<file path="src/rtl/usr_ctrl_pkg.sv">
// ----------------------------------------------------------------------------
// usr_ctrl_pkg
// Shared definitions for the universal-shift-register command sequencer.
//   - USR select encodings (SEL_*)
//   - command op codes (OP_*)
//   - sequencer state enum
//   - op classification helpers
// Build option: USR_CTRL_ROTATE_EN enables the ROTL/ROTR ops. When it is
// undefined, rotate op codes classify as illegal (NOP behaviour).
// ----------------------------------------------------------------------------
package usr_ctrl_pkg;

    localparam logic [1:0] SEL_HOLD = 2'b00;
    localparam logic [1:0] SEL_SHL  = 2'b01;
    localparam logic [1:0] SEL_SHR  = 2'b10;
    localparam logic [1:0] SEL_LOAD = 2'b11;

    localparam logic [2:0] OP_NOP  = 3'b000;
    localparam logic [2:0] OP_LOAD = 3'b001;
    localparam logic [2:0] OP_SHL  = 3'b010;
    localparam logic [2:0] OP_SHR  = 3'b011;
    localparam logic [2:0] OP_ROTL = 3'b100;
    localparam logic [2:0] OP_ROTR = 3'b101;

    typedef enum logic [1:0] {
        IDLE  = 2'b00,
        LOAD  = 2'b01,
        SHIFT = 2'b10,
        DONE  = 2'b11
    } state_t;

    // True for ops that step the register through the SHIFT state.
    function automatic logic op_is_shift(input logic [2:0] op);
`ifdef USR_CTRL_ROTATE_EN
        return (op == OP_SHL) || (op == OP_SHR) || (op == OP_ROTL) || (op == OP_ROTR);
`else
        return (op == OP_SHL) || (op == OP_SHR);
`endif
    endfunction

    // True for ops that move data towards the MSB (serial bit enters LSB).
    function automatic logic op_is_left(input logic [2:0] op);
        return (op == OP_SHL) || (op == OP_ROTL);
    endfunction

endpackage

</file>
<file path="src/rtl/usr_shift_ctrl_step_counter.sv">
// ----------------------------------------------------------------------------
// usr_step_counter
// Loadable CNT_W-bit down-counter tracking remaining shift steps.
// Ports:
//   clk, reset   : clock, synchronous active-high reset (clears count)
//   i_load       : load i_load_val (takes priority over decrement)
//   i_load_val   : step count to load
//   i_dec        : decrement by one (saturates at zero)
//   i_clr        : clear count to zero (used on abort)
//   o_last       : count == 1, i.e. the current step is the final one
// ----------------------------------------------------------------------------
module usr_step_counter #(
    parameter int CNT_W = 3
) (
    input  logic             clk,
    input  logic             reset,
    input  logic             i_load,
    input  logic [CNT_W-1:0] i_load_val,
    input  logic             i_dec,
    input  logic             i_clr,
    output logic             o_last
);

    logic [CNT_W-1:0] r_count;

    always_ff @(posedge clk) begin
        if (reset || i_clr) begin
            r_count <= '0;
        end else if (i_load) begin
            r_count <= i_load_val;
        end else if (i_dec && (r_count != '0)) begin
            r_count <= r_count - 1'b1;
        end
    end

    assign o_last = (r_count == CNT_W'(1));

endmodule

</file>
<file path="src/rtl/usr_shift_ctrl.sv">
// ----------------------------------------------------------------------------
// usr_shift_ctrl
// Command sequencer for a universal shift register (USR). Accepts one
// command over a valid/ready handshake, drives the USR select / parallel /
// serial inputs for the required number of cycles and pulses done.
//
// Handshake: a command transfers on a rising clk edge where
// cmd_valid && cmd_ready; cmd_ready is high only in IDLE and not in reset.
// The requester must hold cmd_valid and its fields stable until transfer.
//
// Ports:
//   clk, reset          : clock, synchronous active-high reset
//   cmd_valid/cmd_ready : command handshake
//   cmd_op/count/data/fill : command fields (latched on accept)
//   cmd_abort           : cancel a LOAD/SHIFT in progress (no done pulse)
//   usr_q               : USR contents, feedback for rotates
//   usr_select/usr_inp/usr_serialin : USR control outputs
//   busy, done          : in-progress flag, one-cycle completion pulse
//   dbg_state           : current sequencer state
// Build option: USR_CTRL_ROTATE_EN enables ROTL/ROTR and the rotate feedback.
// ----------------------------------------------------------------------------
module usr_shift_ctrl
    import usr_ctrl_pkg::*;
#(
    parameter int WIDTH = 4,
    parameter int CNT_W = 3
) (
    input  logic             clk,
    input  logic             reset,
    input  logic             cmd_valid,
    output logic             cmd_ready,
    input  logic [2:0]       cmd_op,
    input  logic [CNT_W-1:0] cmd_count,
    input  logic [WIDTH-1:0] cmd_data,
    input  logic             cmd_fill,
    input  logic             cmd_abort,
    input  logic [WIDTH-1:0] usr_q,
    output logic [1:0]       usr_select,
    output logic [WIDTH-1:0] usr_inp,
    output logic             usr_serialin,
    output logic             busy,
    output logic             done,
    output logic [1:0]       dbg_state
);

    state_t           r_state;
    logic [2:0]       r_op;
    logic [WIDTH-1:0] r_data;
    logic             r_fill;

    logic w_accept;
    logic w_last;
    logic w_abort;

    assign cmd_ready = (r_state == IDLE) && !reset;
    assign w_accept  = cmd_valid && cmd_ready;
    // Abort only has meaning while the USR is being driven.
    assign w_abort   = cmd_abort && ((r_state == LOAD) || (r_state == SHIFT));

    usr_step_counter #(.CNT_W(CNT_W)) u_step_counter (
        .clk        (clk),
        .reset      (reset),
        .i_load     (w_accept),
        .i_load_val (cmd_count),
        .i_dec      (r_state == SHIFT),
        .i_clr      (w_abort),
        .o_last     (w_last)
    );

    always_ff @(posedge clk) begin
        if (reset) begin
            r_state <= IDLE;
            r_op    <= OP_NOP;
            r_data  <= '0;
            r_fill  <= 1'b0;
        end else begin
            case (r_state)
                IDLE: begin
                    if (w_accept) begin
                        r_op   <= cmd_op;
                        r_data <= cmd_data;
                        r_fill <= cmd_fill;
                        if (cmd_op == OP_LOAD) begin
                            r_state <= LOAD;
                        end else if (op_is_shift(cmd_op) && (cmd_count != '0)) begin
                            r_state <= SHIFT;
                        end else begin
                            r_state <= DONE;
                        end
                    end
                end
                LOAD: begin
                    r_state <= w_abort ? IDLE : DONE;
                end
                SHIFT: begin
                    if (w_abort) begin
                        r_state <= IDLE;
                    end else if (w_last) begin
                        r_state <= DONE;
                    end
                end
                DONE: begin
                    r_state <= IDLE;
                end
                default: begin
                    r_state <= IDLE;
                end
            endcase
        end
    end

    // Moore decode of the USR controls from registered state.
    always_comb begin
        usr_select = SEL_HOLD;
        case (r_state)
            LOAD:    usr_select = SEL_LOAD;
            SHIFT:   usr_select = op_is_left(r_op) ? SEL_SHL : SEL_SHR;
            default: usr_select = SEL_HOLD;
        endcase
    end

    // Rotates feed back the bit falling off the far end, taken directly
    // from usr_q so that each SHIFT cycle rotates by exactly one place.
    always_comb begin
        usr_serialin = 1'b0;
        if (r_state == SHIFT) begin
`ifdef USR_CTRL_ROTATE_EN
            if (r_op == OP_ROTL) begin
                usr_serialin = usr_q[WIDTH-1];
            end else if (r_op == OP_ROTR) begin
                usr_serialin = usr_q[0];
            end else begin
                usr_serialin = r_fill;
            end
`else
            usr_serialin = r_fill;
`endif
        end
    end

`ifndef USR_CTRL_ROTATE_EN
    // Feedback is not needed without rotates.
    logic w_unused_q;
    assign w_unused_q = ^usr_q;
`endif

    assign usr_inp   = r_data;
    assign busy      = (r_state != IDLE);
    assign done      = (r_state == DONE);
    assign dbg_state = r_state;

endmodule

</file>
<file path="config.mk">
export PLATFORM = sky130hd
export DESIGN_NAME = usr_shift_ctrl
export DESIGN_NICKNAME = d
export VERILOG_FILES = /design/src/rtl/usr_ctrl_pkg.sv /design/src/rtl/usr_shift_ctrl_step_counter.sv /design/src/rtl/usr_shift_ctrl.sv
export SDC_FILE = /design/constraint.sdc
export NUM_CORES = 1
export LEC_CHECK = 0
export CAP_MARGIN = 20
export CORE_UTILIZATION = 29
export DETAILED_ROUTE_END_ITERATION = 16
export SLEW_MARGIN = 15
export SYNTH_ARGS = -nofsm -noshare
export SYNTH_HDL_FRONTEND = slang
export SYNTH_SLANG_ARGS = --single-unit
export TNS_END_PERCENT = 5
</file>
<file path="constraint.sdc">
create_clock -name clk -period 1.4 [get_ports clk]
set_input_delay 0.28 -clock clk [delete_from_list [all_inputs] [get_ports clk]]
set_output_delay 0.28 -clock clk [all_outputs]
set_load 0.03 [all_outputs]
</file>
# Word-level counts from Yosys, hierarchy flattened
# Index checks and enable logic that the tools add are counted.
word_totals:
  reg_bits: 13
  latchBits: 0
  mem_bits_rw: 0
  rom_bits: 0
  inputBits: 19
  output_inout_bits: 12
  word_cells: 46
  memories: 0
op_classes:
  addsub: 1
  n_mul: 0
  div_mod_pow: 0
  n_lt_le_gt_ge: 0
  n_eq_ne: 11
  shift: 0
  mux: 12
  bitwise_logic: 0
  n_reduce_logical: 17
ops:
  columns: ["op", "count"]
  rows:
  - ["2-bit 2-to-1 mux", 6]
  - ["3-bit by 2-bit equality test with 1-bit output (second input constant)", 3]
  - ["2-bit case mux with 4 select lines", 1]
  - ["3-bit by 1-bit equality test with 1-bit output (second input constant)", 2]
  - ["3-bit 2-to-1 mux", 2]
  - ["3-bit nonzero test", 2]
  - ["1-bit logical AND", 5]
  - ["2-bit equality test (second input constant)", 2]
  - ["1-bit logical OR", 4]
  - ["2-bit case mux with 2 select lines", 1]
  - ["2-bit AND reduction", 2]
  - ["2-bit nonzero test", 2]
  - ["3-bit equality test (second input constant)", 1]
  - ["3-bit != test (second input constant)", 1]
  - ["3-bit by 1-bit subtractor with 3-bit output (second input constant)", 1]
  - ["2-bit by 1-bit equality test with 1-bit output (second input constant)", 1]
  - ["2-bit logical NOT", 1]
  - ["1-bit 2-to-1 mux", 2]
  - ["2-bit by 1-bit != test with 1-bit output (second input constant)", 1]
  - ["1-bit logical NOT", 1]

# Longest topological paths before layout
# Gate-level depths: netlist of the first run.
logic_depth:
  depth_word: 7
  mapped_depth: 8
  ltp_nobuf: 6

# Hierarchy
# Synthesis of the first run repeated with hierarchy kept, for this count alone.
unflattened:
  hier_cells: 95
  hier_area_um2: 832.0
modules_own_cells:
  columns: ["module", "instances", "cells_per_inst", "area_per_inst_um2", "seq_area_each_um2"]
  rows:
  - ["usr_shift_ctrl", 1, 68, 615.6, 200.2]
  - ["usr_step_counter", 1, 27, 216.5, 60.1]

# Least setup slack after synthesis of the first run
# No wires, ideal clock.
synth_timing:
  path_type: "register to output"
  startpoint: "reg r_state[0] (netlist: dbg_state[0])"
  endpoint: "out usr_select[0]"
  t_arrival_ns: 1.497
  t_required_ns: 1.120
  path_slack_ns: -0.377
  path_stages_with_launch: 4
  path_buffers: 0
  cell_sequence: "dfxtp_1 inv_1 ha_1 nor2b_1"
synth_via:
  elab_chain_cells: 2
  word_cells_on_any_way: 3
  cone_classes: "2 x eq/ne; 1 x mux"
synth_lines:
  columns: ["element", "line", "rtl"]
  rows:
  - ["start, declared", "usr_shift_ctrl.sv:46", "state_t r_state;"]
  - ["start signal, assigned", "usr_shift_ctrl.sv:93", "r_state <= w_abort ? IDLE : DONE;"]
  - ["2-bit equality test or 2-bit by 1-bit equality test with 1-bit output (tied branches)", "usr_shift_ctrl.sv:115", "case (r_state)"]
  - ["2-bit case mux with 2 select lines (*)", "usr_shift_ctrl.sv:115", null]
  - ["end, declared", "usr_shift_ctrl.sv:38", "output logic [1:0] usr_select,"]
# Every way passes the cells marked *; elsewhere a longest branch is shown, timed or not.

# Worst setup path in the final report of the first run
layout_timing:
  startpoint: "reg r_state[0] (netlist: dbg_state[0])"
  endpoint: "out usr_select[1]"
# Same word-level chain as after synthesis.

==> results of run 1 <==
-- synth_stat cells, types with 2 or more instances --
cell type	instances
sky130_fd_sc_hd__a21oi_1	6
sky130_fd_sc_hd__buf_2	2
sky130_fd_sc_hd__dfxtp_1	13
sky130_fd_sc_hd__ha_1	8
sky130_fd_sc_hd__inv_1	5
sky130_fd_sc_hd__nand2_1	12
sky130_fd_sc_hd__nand2b_1	12
sky130_fd_sc_hd__nor2_1	6
sky130_fd_sc_hd__nor2b_1	2
sky130_fd_sc_hd__o21ai_0	10
-- state kept, by name, indices dropped and copies added, names as in the netlist --
name,flops
usr_inp,4
r_op,3
u_step_counter.r_count,3
dbg_state,2
r_fill,1
-- cells in the final DEF, fill, tap and decap left out, drive strengths merged --
cell type      count
nor2b              2
inv                5
and2               1
or4b               1
a32oi              1
clkbuf             4
nor3               1
a21oi              6
a311oi             1
dfxtp             13
nand3              1
nor3b              1
nand2             12
o21ai             10
xnor2              1
a311o              1
buf               22
dlygate4sd2        4
nor2               6
or3b               1
a211oi             1
nand2b            13
ha                 8
o21a               1
o311a              1
a21boi             2
clkdlybuf4s50     14
-- layout make-up --
| cell class | instances | area, um2 |
|---|---|---|
| Fill cell | 237 | 1190 |
| Multi-Input combinational cell | 72 | 568 |
| Tap cell | 30 | 37.5 |
| Sequential cell | 13 | 269 |
| Timing Repair Buffer | 40 | 374 |
| Inverter | 5 | 31.3 |
| Clock buffer | 4 | 26.3 |
-- report_power, final --
| group | leakage (nW) | switching, mW | internal [mW] |
|---|---|---|---|
| clock | 0.0150 | 0.123 | 0.110 |
| combinational | 0.395 | 0.877 | 0.849 |
| sequential | 0.108 | 0.0907 | 0.481 |
| total | 0.518 | 1.09 | 1.44 |
-- critical path, delay by kind of cell, from the launching register on --
family                   cells  cell delay, ns
AND/OR/NAND/NOR              1            0.13
AO/OA/AOI/OAI                1            0.20
flip-flops                   1            0.37
adder cells (fa/ha/maj)      1            0.17
buffers and inverters        2            0.18
-- how the worst max path moves through the flow --
| stage | startpoint | end | cells after the start |
|---|---|---|---|
| after detailed placement | cmd_valid | u_step_counter.r_count[1] | 6 |
| after floorplan | dbg_state[0] | usr_select[1] | 5 |
| after global placement | cmd_valid | u_step_counter.r_count[1] | 6 |
| final | dbg_state[0] | usr_select[1] | 5 |
| after CTS | r_op[2] | usr_select[1] | 5 |
| after global routing | r_op[1] | usr_select[1] | 5 |
-- layer usage --
| metal | share of wire [%] | routed length, um |
|---|---|---|
| met1 | 41 | 861 |
| met2 | 53 | 1110 |
| met3 | 4.5 | 93 |
| met4 | 1.1 | 22 |
| met5 | 0 | 0 |
-- timing repair --
item	4_1_cts	5_1_grt
setup buffers	4	0
hold buffers	0	0
pin swaps	5	2
endpoints found under the setup margin	20	18
gates resized for setup	22	10
-- stage by stage --
stage | utilization, % | total power, mW | cell area, um2
floorplan | - | 1.47 | 826
global placement | 46.0 | 1.93 | 1150
detailed placement | 46.0 | 1.94 | 1150
CTS | 50.5 | 2.41 | 1260
global route | 52.3 | 2.69 | 1310
finish | 52.3 | 2.53 | 1310
-- cell families (layout without fill, tap and decap cells) --
logic type                 after synthesis  after routing  share of synthesized area (%)
DFF                                     13             13                           33.8
xor gates and xnor gates                 1              1                           1.14
AOI/OAI and AO/OA                       24             24                           20.1
buffers and inverters                    9             49                           5.20
adders and majority gates                8              8                           13.0
and+or+nand+nor                         39             39                           26.8
==> flow_summary.rst, run 1 <==
.. list-table::
   :header-rows: 1

   * - Metric
     - Value
   * - Run status
     - finished, violations left
   * - Failing checks
     - setup timing
   * - Maximum clock path buffer count
     - 2
   * - Number of endpoints with negative hold slack in the final report
     - 0
   * - Max-slew headroom
     - 80.1%
   * - Proportion of register bits with asynchronous set or reset after synthesis
     - 0%
   * - Leakage power of the design
     - around 0.52 nW
   * - Sequential area share after synthesis
     - between 30% and 40%
   * - GR Util met1
     - between 10% and 20%
   * - Die ar.
     - between 2000 and 3000 um2
   * - Number of warnings reported in the yosys synthesis log
     - 0
   * - Main area contributors after synthesis
     - sky130_fd_sc_hd__dfxtp_1 34%, sky130_fd_sc_hd__ha_1 13%, sky130_fd_sc_hd__nand2b_1 9.7%
   * - Setup repair after global routing missed its margin
     - true
   * - Post-route insts no fill
     - ~160
   * - Library cells used by synthesis
     - 28
   * - Hold wc startpoint
     - usr_inp[1]
   * - Vias in the first global route
     - 731
   * - Initial Utilization
     - between 30% and 40%
   * - Clock tree from TritonCTS
     - yes
   * - Number of pins with negative max-slew slack in the final report
     - 0
   * - Count of maximum capacitance violations
     - 0
   * - Post-detailed-route via-to-cell ratio
     - roughly 4.7
   * - Cell count of the worst hold path
     - 2
   * - Clock slew seen by the registers of the worst setup and hold paths
     - around 0.080 ns
   * - Routed Antenna Nets
     - 0
   * - Final setup violation count
     - 5
   * - DPL Wire Length
     - between 1 and 1.5 mm
   * - Mean instance size in the synthesized netlist
     - 8.20 um2
   * - Number of nets in the synthesized netlist
     - ~120
   * - Vias
     - 770
   * - Period Utilization, post-route
     - 114%
   * - GRT busiest layer
     - met2
   * - RD Place Congestion
     - approximately 0.79
   * - Y dimension of the die
     - approximately 54 um
   * - Cell-by-cell trace of the critical path
     - inv_6 > ha_4 > nor2b_1 > o21a_2 > buf_6
   * - Growth of design area from synthesis to finish
     - 69.5%
   * - Flops & latches, synth
     - 13
   * - Final antenna diode count
     - 0
   * - Number of clock sinks
     - 13
   * - Horizontal extent of the die
     - 53.6 um
   * - Launching point of the worst reg2reg path
     - dbg_state[1]
   * - Syn Std Cell Area
     - approximately 770 um2
   * - Clock latency of the later-clocked register in the worst-skew pair
     - about 0.28 ns
   * - Kind of start point of the critical path
     - flop
   * - Overall track demand over capacity in global routing
     - 16.3%
   * - Met3 global-route usage
     - ~5.6%
   * - Cell type of the slowest stage on the worst timing path
     - sky130_fd_sc_hd__dfxtp_4
   * - TritonCTS buffer count
     - 3
   * - Largest incremental delay on the critical path
     - roughly 0.37 ns
   * - Gr ovfl total
     - 0
   * - Post-place setup slack
     - -0.181 ns
   * - Biggest fanout along the worst timing path
     - 4
   * - Fraction of final layout cells with drive strength greater than 1
     - between 30% and 40%
   * - Number of buffers inserted by port buffering
     - 26
   * - Number of levels the H-tree was split into
     - 1
   * - Actual transition at the worst max-transition pin
     - 0.300 ns
   * - Cells after DPL
     - roughly 160
   * - Num rows
     - 18
   * - Top-level I/O count
     - 31
   * - Hold Crit Endpoint
     - usr_inp[1]
   * - Highest clock frequency the design can meet
     - 625 MHz
   * - Classification of the worst setup path
     - flop to primary output
   * - Wire length of the first global-routing pass
     - between 3 and 4 mm
   * - Post-synth top area cell
     - sky130_fd_sc_hd__dfxtp_1
   * - Count of unresolved DRC violations after routing
     - 0
   * - Share of Yosys cell area claimed by the top area cell type
     - between 30% and 40%
   * - Met2 Track Usage GR
     - between 20% and 30%
   * - Synth Flop Type
     - sky130_fd_sc_hd__dfxtp_1
   * - Number of nets in the finished design
     - about 160
   * - Gate count after technology mapping
     - 94
   * - Number of flops mapped to enable cells by yosys
     - 0
   * - Largest vdd supply drop
     - about 1.1 mV
   * - Summed negative setup slack over all endpoints
     - -0.703 ns
   * - Final critical path time including I/O delays and setup
     - approximately 1.6 ns
   * - Worst path required time
     - 1.12 ns
   * - R2R setup slack
     - 0.01 ns
   * - Worst clock skew
     - between 0.006 and 0.007 ns
   * - Pin count of the biggest net entering global routing
     - 18
   * - Worst hold margin
     - roughly 0.47 ns
   * - Capturing point of the worst reg2reg path
     - dbg_state[0]
   * - PwrDens
     - 1940 nW/um2
   * - Routed WL per cell
     - about 13 um
   * - Placeable core area
     - around 2500 um2
   * - Initial antenna violation count
     - 0
   * - Depth of the most critical reg-to-reg path
     - 5
   * - Number of DRC markers after the initial detailed-route iteration
     - 13
   * - Final worst slack
     - -0.201 ns
   * - Cell chosen for the clock root
     - sky130_fd_sc_hd__clkbuf_4
   * - Worst Hold Class
     - flop to flop
   * - Total wire length after detailed routing
     - approximately 2.1 mm
   * - CP Data Arrival Time
     - 1.32 ns
   * - Detailed Routing Iterations Pass 1
     - 4
   * - Setup crit end kind
     - primary output
No activity file was read; power rests on OpenSTA's default activity.
==> run 2: changes to the inputs <==
--- a/config.mk
+++ b/config.mk
@@ -8,6 +8,7 @@
 export CAP_MARGIN = 20
 export CORE_UTILIZATION = 29
 export DETAILED_ROUTE_END_ITERATION = 16
+export PLACE_DENSITY = 0.7
 export SLEW_MARGIN = 15
 export SYNTH_ARGS = -nofsm -noshare
 export SYNTH_HDL_FRONTEND = slang
==> constraint.sdc (replaced) <==
create_clock -name clk -period 1.91 [get_ports clk]
set_input_delay 0.382 -clock clk [delete_from_list [all_inputs] [get_ports clk]]
set_output_delay 0.382 -clock clk [all_outputs]
set_load 0.03 [all_outputs]
==> flow_summary.rst, run 2 (synthesis results as in run 1) <==
.. list-table::
   :header-rows: 1

   * - Metric
     - Value
   * - Actual transition at the worst max-transition pin
     - 0.319 ns (+0.0190 ns)
   * - RD Place Congestion
     - 0.716 (-9.3%)
   * - Max-slew headroom
     - 78.7% (-1.4 points)
   * - Largest vdd supply drop
     - 0.677 mV (-40%)
   * - Final antenna diode count
     - 0 (unchanged)
   * - Maximum clock path buffer count
     - 2 (unchanged)
   * - Power Total
     - 1.42 mW (-44%)
   * - Routed WL per cell
     - 10.6 um (-17%)
   * - Cells after DPL
     - 151 (-3.2%)
   * - Fraction of final layout cells with drive strength greater than 1
     - 12.0% (-23 points)
   * - CP Data Arrival Time
     - 1.41 ns (+0.09 ns)
   * - Wire length of the first global-routing pass
     - 2.83 mm (-13%)
   * - Worst clock skew
     - 0.00375 ns (-0.00260 ns)
   * - Setup crit end kind
     - primary output
   * - Post-route insts no fill
     - 155 (-5.5%)
   * - Top-level I/O count
     - 31 (unchanged)
   * - Final setup violation count
     - 0 (-5)
   * - Vias in the first global route
     - 653 (-11%)
   * - Count of unresolved DRC violations after routing
     - 0 (unchanged)
   * - Number of levels the H-tree was split into
     - 1 (unchanged)
   * - Run status
     - finished clean
   * - Routed Antenna Nets
     - 0 (unchanged)
   * - Number of clock sinks
     - 13 (unchanged)
   * - Most common cell after layout, fill and taps aside
     - sky130_fd_sc_hd__clkdlybuf4s50_1
   * - Highest clock frequency the design can meet
     - about 560 MHz
   * - Clock slew seen by the registers of the worst setup and hold paths
     - 0.08 ns (about the same)
   * - Y dimension of the die
     - 53.6 um (unchanged)
   * - Total wire length after detailed routing
     - 1.64 mm (-21%)
   * - Leakage power of the design
     - 0.438 nW (-15%)
   * - TritonCTS buffer count
     - 3 (unchanged)
   * - Setup repair after global routing missed its margin
     - false
   * - Initial Utilization
     - 30.8% (unchanged)
   * - Number of buffers inserted by port buffering
     - 26 (unchanged)
   * - Horizontal extent of the die
     - 53.6 um (unchanged)
   * - Number of nets in the finished design
     - 153 (-5.6%)
   * - Number of pins with negative max-slew slack in the final report
     - 0 (unchanged)
   * - DPL Wire Length
     - 1.33 mm (-6.6%)
   * - Num rows
     - 18 (unchanged)
   * - Vias
     - 730 (-5.2%)
   * - Count of maximum capacitance violations
     - 0 (unchanged)
   * - Clock latency of the later-clocked register in the worst-skew pair
     - 0.26 ns (-0.02 ns)
   * - Final critical path time including I/O delays and setup
     - around 1.8 ns
   * - Initial antenna violation count
     - 0 (unchanged)
   * - PwrDens
     - 1290 nW/um2 (-34%)
   * - Worst Hold Class
     - flop to flop
   * - Launching point of the worst reg2reg path
     - dbg_state[0]
   * - Pin count of the biggest net entering global routing
     - 18 (unchanged)
   * - Hold wc startpoint
     - r_fill
   * - Growth of design area from synthesis to finish
     - 42.9%
   * - Overall track demand over capacity in global routing
     - 13.3% (-3.0 points)
   * - Gr ovfl total
     - 0 (unchanged)
   * - Start point of the critical path
     - dbg_state[1]
   * - Detailed Routing Iterations Pass 1
     - 2 (-2)
   * - Post-place setup slack
     - 0.147 ns (+0.328 ns)
   * - Kind of start point of the critical path
     - flop
   * - Period Utilization, post-route
     - between 90% and 100%
   * - Die ar.
     - 2870 um2 (unchanged)
   * - Number of DRC markers after the initial detailed-route iteration
     - 14 (+1)
   * - Most used cells in the layout excluding fill and tap cells
     - 20 x sky130_fd_sc_hd__clkdlybuf4s50_1, 13 x sky130_fd_sc_hd__dfxtp_1, 12 x sky130_fd_sc_hd__nand2_1, 12 x sky130_fd_sc_hd__nand2b_1, 10 x sky130_fd_sc_hd__o21ai_0
   * - Count of cells resized by post-cts repair
     - 3 (-86%)
   * - Number of endpoints with negative hold slack in the final report
     - 0 (unchanged)
   * - Clock tree from TritonCTS
     - yes
   * - Classification of the worst setup path
     - flop to primary output
   * - Placeable core area
     - 2500 um2 (unchanged)
   * - Cell chosen for the clock root
     - sky130_fd_sc_hd__clkbuf_4
   * - Post-detailed-route via-to-cell ratio
     - 4.71 (+0.31%)
   * - Worst path required time
     - 1.53 ns (+0.41 ns)
   * - Buffer count from post-CTS setup fixing
     - 0 (-4)
   * - Cts-stage hold buffer count
     - 0 (unchanged)
   * - Biggest fanout along the worst timing path
     - 9 (+5)
   * - Final worst slack
     - 0.116 ns (+0.318 ns)
   * - Summed negative setup slack over all endpoints
     - 0 ns (+0.703 ns)
   * - Max FFs per register
     - 4 (unchanged)
run 2: metal layers:
layer  up-vias  part of all wire (%)  track usage [%]
li1        379                     -                -
met1       329                    48             17.3
met2        20                    47             22.1
met3         2                   3.7             1.69
met4         0                  0.85             5.26
met5         -                     0                0
run 2: worst paths after layout:
kind,to,cells past startpoint,slack [ns]
setup / recovery,usr_select[1],5,0.12
hold / removal,r_fill,2,0.47
setup reg to reg,dbg_state[0],6,0.40
hold reg to reg,r_fill,2,0.47
run 2: where the power goes:
group / internal, mW / switching (mW) / leakage [nW]
clock network: 0.0806 / 0.0812 / 0.0150
logic: 0.377 / 0.503 / 0.317
registers: 0.339 / 0.0362 / 0.107
total: 0.796 / 0.621 / 0.438
run 2: critical path, cell delays in order, from the launching register on:
cell and delay (ns):
sky130_fd_sc_hd__dfxtp_1 0.31, sky130_fd_sc_hd__buf_4 0.14, sky130_fd_sc_hd__ha_2 0.23, sky130_fd_sc_hd__nor2b_1 0.15
sky130_fd_sc_hd__o21a_1 0.16, sky130_fd_sc_hd__buf_4 0.16
run 2: final cells by class:
cell class              instances  area (um2)
well taps                      30        37.5
clock buffers                   4        26.3
multi-input cells              72         473
fillers                       267        1400
flip-flops and latches         13         260
inverters                       5        18.8
repair buffers                 31         285
run 2: per-stage QoR:
stage	hold slack [ns]	util (%)	area [um2]
2_1_floorplan	0.445	-	771
3_3_place_gp	0.457	43.0	1070
3_5_place_dp	0.462	43.0	1070
4_1_cts	0.474	44.0	1100
5_1_grt	0.499	44.0	1100
6_report	0.470	44.0	1100
==> run 3: changes to the inputs <==
--- a/config.mk
+++ b/config.mk
@@ -8,7 +8,9 @@
 export CAP_MARGIN = 20
 export CORE_UTILIZATION = 29
 export DETAILED_ROUTE_END_ITERATION = 16
+export GPL_TIMING_DRIVEN = 0
 export PLACE_DENSITY = 0.7
+export REMOVE_ABC_BUFFERS = 1
 export SLEW_MARGIN = 15
 export SYNTH_ARGS = -nofsm -noshare
 export SYNTH_HDL_FRONTEND = slang
==> flow_summary.rst, run 3 (synthesis results as in run 1) <==
.. list-table::
   :header-rows: 1

   * - Metric
     - Value
   * - Number of DRC markers after the initial detailed-route iteration
     - 9 (-5)
   * - Total stage count of the critical path
     - 4 (-1)
   * - Largest incremental delay on the critical path
     - 0.37 ns (+0.06 ns)
   * - Most common cell after layout, fill and taps aside
     - sky130_fd_sc_hd__clkdlybuf4s50_1
   * - Leakage power of the design
     - 0.408 nW (-6.9%)
   * - Growth of design area from synthesis to finish
     - 41.1%
   * - Max FFs per register
     - 4 (unchanged)
   * - Num rows
     - 18 (unchanged)
   * - Worst clock skew
     - 0.00617 ns (+0.00242 ns)
   * - Biggest fanout along the worst timing path
     - 5 (-4)
   * - Critical path buffers and inverters
     - 2 (unchanged)
   * - Cell type of the slowest stage on the worst timing path
     - sky130_fd_sc_hd__dfxtp_2
   * - Actual transition at the worst max-transition pin
     - 0.491 ns (+0.172 ns)
   * - Highest clock frequency the design can meet
     - 522 MHz (-6.3%)
   * - Routed Antenna Nets
     - 0 (unchanged)
   * - Initial antenna violation count
     - 0 (unchanged)
   * - Largest vdd supply drop
     - 0.636 mV (-6.0%)
   * - Post-route cell area
     - 1090 um2 (-1.3%)
   * - Final critical path time including I/O delays and setup
     - 1.91 ns (+0.120 ns)
   * - Routed WL per cell
     - 10.3 um (-2.8%)
   * - Y dimension of the die
     - 53.6 um (unchanged)
   * - Power Total
     - 1.42 mW (-0.13%)
   * - Worst setup path endpoint
     - usr_select[1]
   * - Number of levels the H-tree was split into
     - 1 (unchanged)
   * - TritonCTS buffer count
     - 3 (unchanged)
   * - Cell-by-cell trace of the critical path
     - inv_1 > ha_1 > o21a_1 > clkdlybuf4s18_2
   * - Overall track demand over capacity in global routing
     - 11.9% (-1.3 points)
   * - DPL Wire Length
     - 1.18 mm (-11%)
   * - Die ar.
     - 2870 um2 (unchanged)
   * - Run status
     - finished, violations left
   * - Count of maximum capacitance violations
     - 0 (unchanged)
   * - Worst path required time
     - 1.53 ns (about the same)
   * - Depth of the most critical reg-to-reg path
     - 6 (unchanged)
   * - PwrDens
     - 1300 nW/um2 (+1.1%)
   * - Number of endpoints with negative hold slack in the final report
     - 0 (unchanged)
   * - Post-detailed-route via-to-cell ratio
     - 4.63 (-1.6%)
   * - Post-route insts no fill
     - 150 (-3.2%)
   * - Capturing point of the worst reg2reg path
     - u_step_counter.r_count[0]
   * - Cts-stage hold buffer count
     - 0 (unchanged)
   * - Maximum clock path buffer count
     - 2 (unchanged)
   * - Number of clock sinks
     - 13 (unchanged)
   * - Most used cells in the layout excluding fill and tap cells
     - 20 x sky130_fd_sc_hd__clkdlybuf4s50_1, 12 x sky130_fd_sc_hd__nand2_1, 12 x sky130_fd_sc_hd__nand2b_1
   * - Final setup violation count
     - 1 (+1)
   * - Fillers
     - 244 (-8.6%)
   * - Placed inst area
     - 1050 um2 (-2.6%)
   * - Gate family responsible for the most delay along the worst path
     - buffers and inverters
   * - Cell chosen for the clock root
     - sky130_fd_sc_hd__clkbuf_4
   * - Clock latency of the later-clocked register in the worst-skew pair
     - 0.27 ns (about the same)
   * - Number of buffers inserted by port buffering
     - 26 (unchanged)
   * - Setup repair after global routing missed its margin
     - true
   * - Clock tree from TritonCTS
     - yes
   * - Final worst slack
     - -0.00391 ns (-0.120 ns)
   * - Number of pins with negative max-slew slack in the final report
     - 0 (unchanged)
   * - Max-slew headroom
     - 67.3% (-11 points)
   * - Fraction of final layout cells with drive strength greater than 1
     - 10.0% (-2.0 points)
   * - Detailed Routing Iterations Pass 1
     - 4 (+2)
   * - Vias in the first global route
     - 629 (-3.7%)
   * - Worst Hold Class
     - flop to flop
   * - Gr ovfl total
     - 0 (unchanged)
   * - Failing checks
     - setup timing
   * - Classification of the worst setup path
     - flop to primary output
   * - RD Place Congestion
     - 0.766 (+7.1%)
   * - Horizontal extent of the die
     - 53.6 um (unchanged)
   * - Number of nets in the finished design
     - 148 (-3.3%)
   * - Kind of start point of the critical path
     - flop
   * - CP Data Arrival Time
     - 1.53 ns (+0.12 ns)
   * - Setup crit end kind
     - primary output
   * - Wire length of the first global-routing pass
     - 2.55 mm (-10%)
   * - Final antenna diode count
     - 0 (unchanged)
   * - Vias
     - 695 (-4.8%)
   * - Clock slew seen by the registers of the worst setup and hold paths
     - 0.08 ns (about the same)
   * - Pin count of the biggest net entering global routing
     - 21 (+3)
   * - Buffer count from post-CTS setup fixing
     - 0 (unchanged)
   * - R2R setup slack
     - 0.26 ns (-0.14 ns)
   * - Count of unresolved DRC violations after routing
     - 0 (unchanged)
   * - Launching point of the worst reg2reg path
     - dbg_state[0]
   * - Initial Utilization
     - 30.8% (unchanged)
   * - Start point of the critical path
     - dbg_state[0]
   * - Worst hold margin
     - 0.484 ns (+0.0138 ns)
   * - Total wire length after detailed routing
     - 1.54 mm (-6.0%)
   * - Placeable core area
     - 2500 um2 (unchanged)
   * - Period Utilization, post-route
     - 100% (+6.3 points)
   * - Summed negative setup slack over all endpoints
     - -0.00391 ns (-0.00391 ns)
   * - Cells after DPL
     - 146 (-3.3%)
   * - Top-level I/O count
     - 31 (unchanged)
-- run 3: per-layer routing --
layer	part of all wire (%)	GRT usage, %	wire (um)	up-vias
li1	-	-	-	367
met1	46	15.1	707	305
met2	48	19.2	734	23
met3	6.4	2.54	98	0
met4	0	5.70	0	0
met5	0	0	0	-
-- run 3: power by group --
group          leakage, nW  total (mW)  switching, mW  internal (mW)
registers            0.107       0.399         0.0548          0.344
logic                0.286       0.849          0.493          0.356
clock network       0.0150       0.168         0.0871         0.0807
total                0.408        1.42          0.634          0.781
-- run 3: tightest hold or removal path: stages (launching register included) --
cell	delay, ns
sky130_fd_sc_hd__dfxtp_1	0.31
sky130_fd_sc_hd__nand2b_1	0.06
sky130_fd_sc_hd__o21ai_0	0.07
-- run 3: worst min path at each step --
stage,startpoint,to,slack (ns),cells after the start
2_1_floorplan,r_fill,r_fill,0.44,2
3_5_place_dp,usr_inp[0],usr_inp[0],0.47,2
3_3_place_gp,r_fill,r_fill,0.46,2
6_report,r_fill,r_fill,0.48,2
4_1_cts,r_op[0],r_op[0],0.48,2
5_1_grt,r_op[0],r_op[0],0.51,2
-- run 3: layout make-up --
type	instances	area (um2)	area share [%]
Sequential cell	13	263	24.2
Inverter	5	18.8	1.73
Multi-Input combinational cell	72	490	45.1
Tap cell	30	37.5	3.45
Clock buffer	4	26.3	2.42
Timing Repair Buffer	26	251	23.1
-- run 3: per-stage QoR --
stage                     setup slack, ns  util, %
after floorplan                    0.0311        -
after global placement             -0.467     41.9
after detailed placement           -0.529     41.9
after CTS                         -0.0509     42.9
after global routing              -0.0762     43.5
final                            -0.00391     43.5
-- run 3: timing repair --
action / in CTS / in global routing
setup endpoints to repair: 16 / 6
endpoints found under the hold margin: 0 / 0
resized for setup: 17 / 7
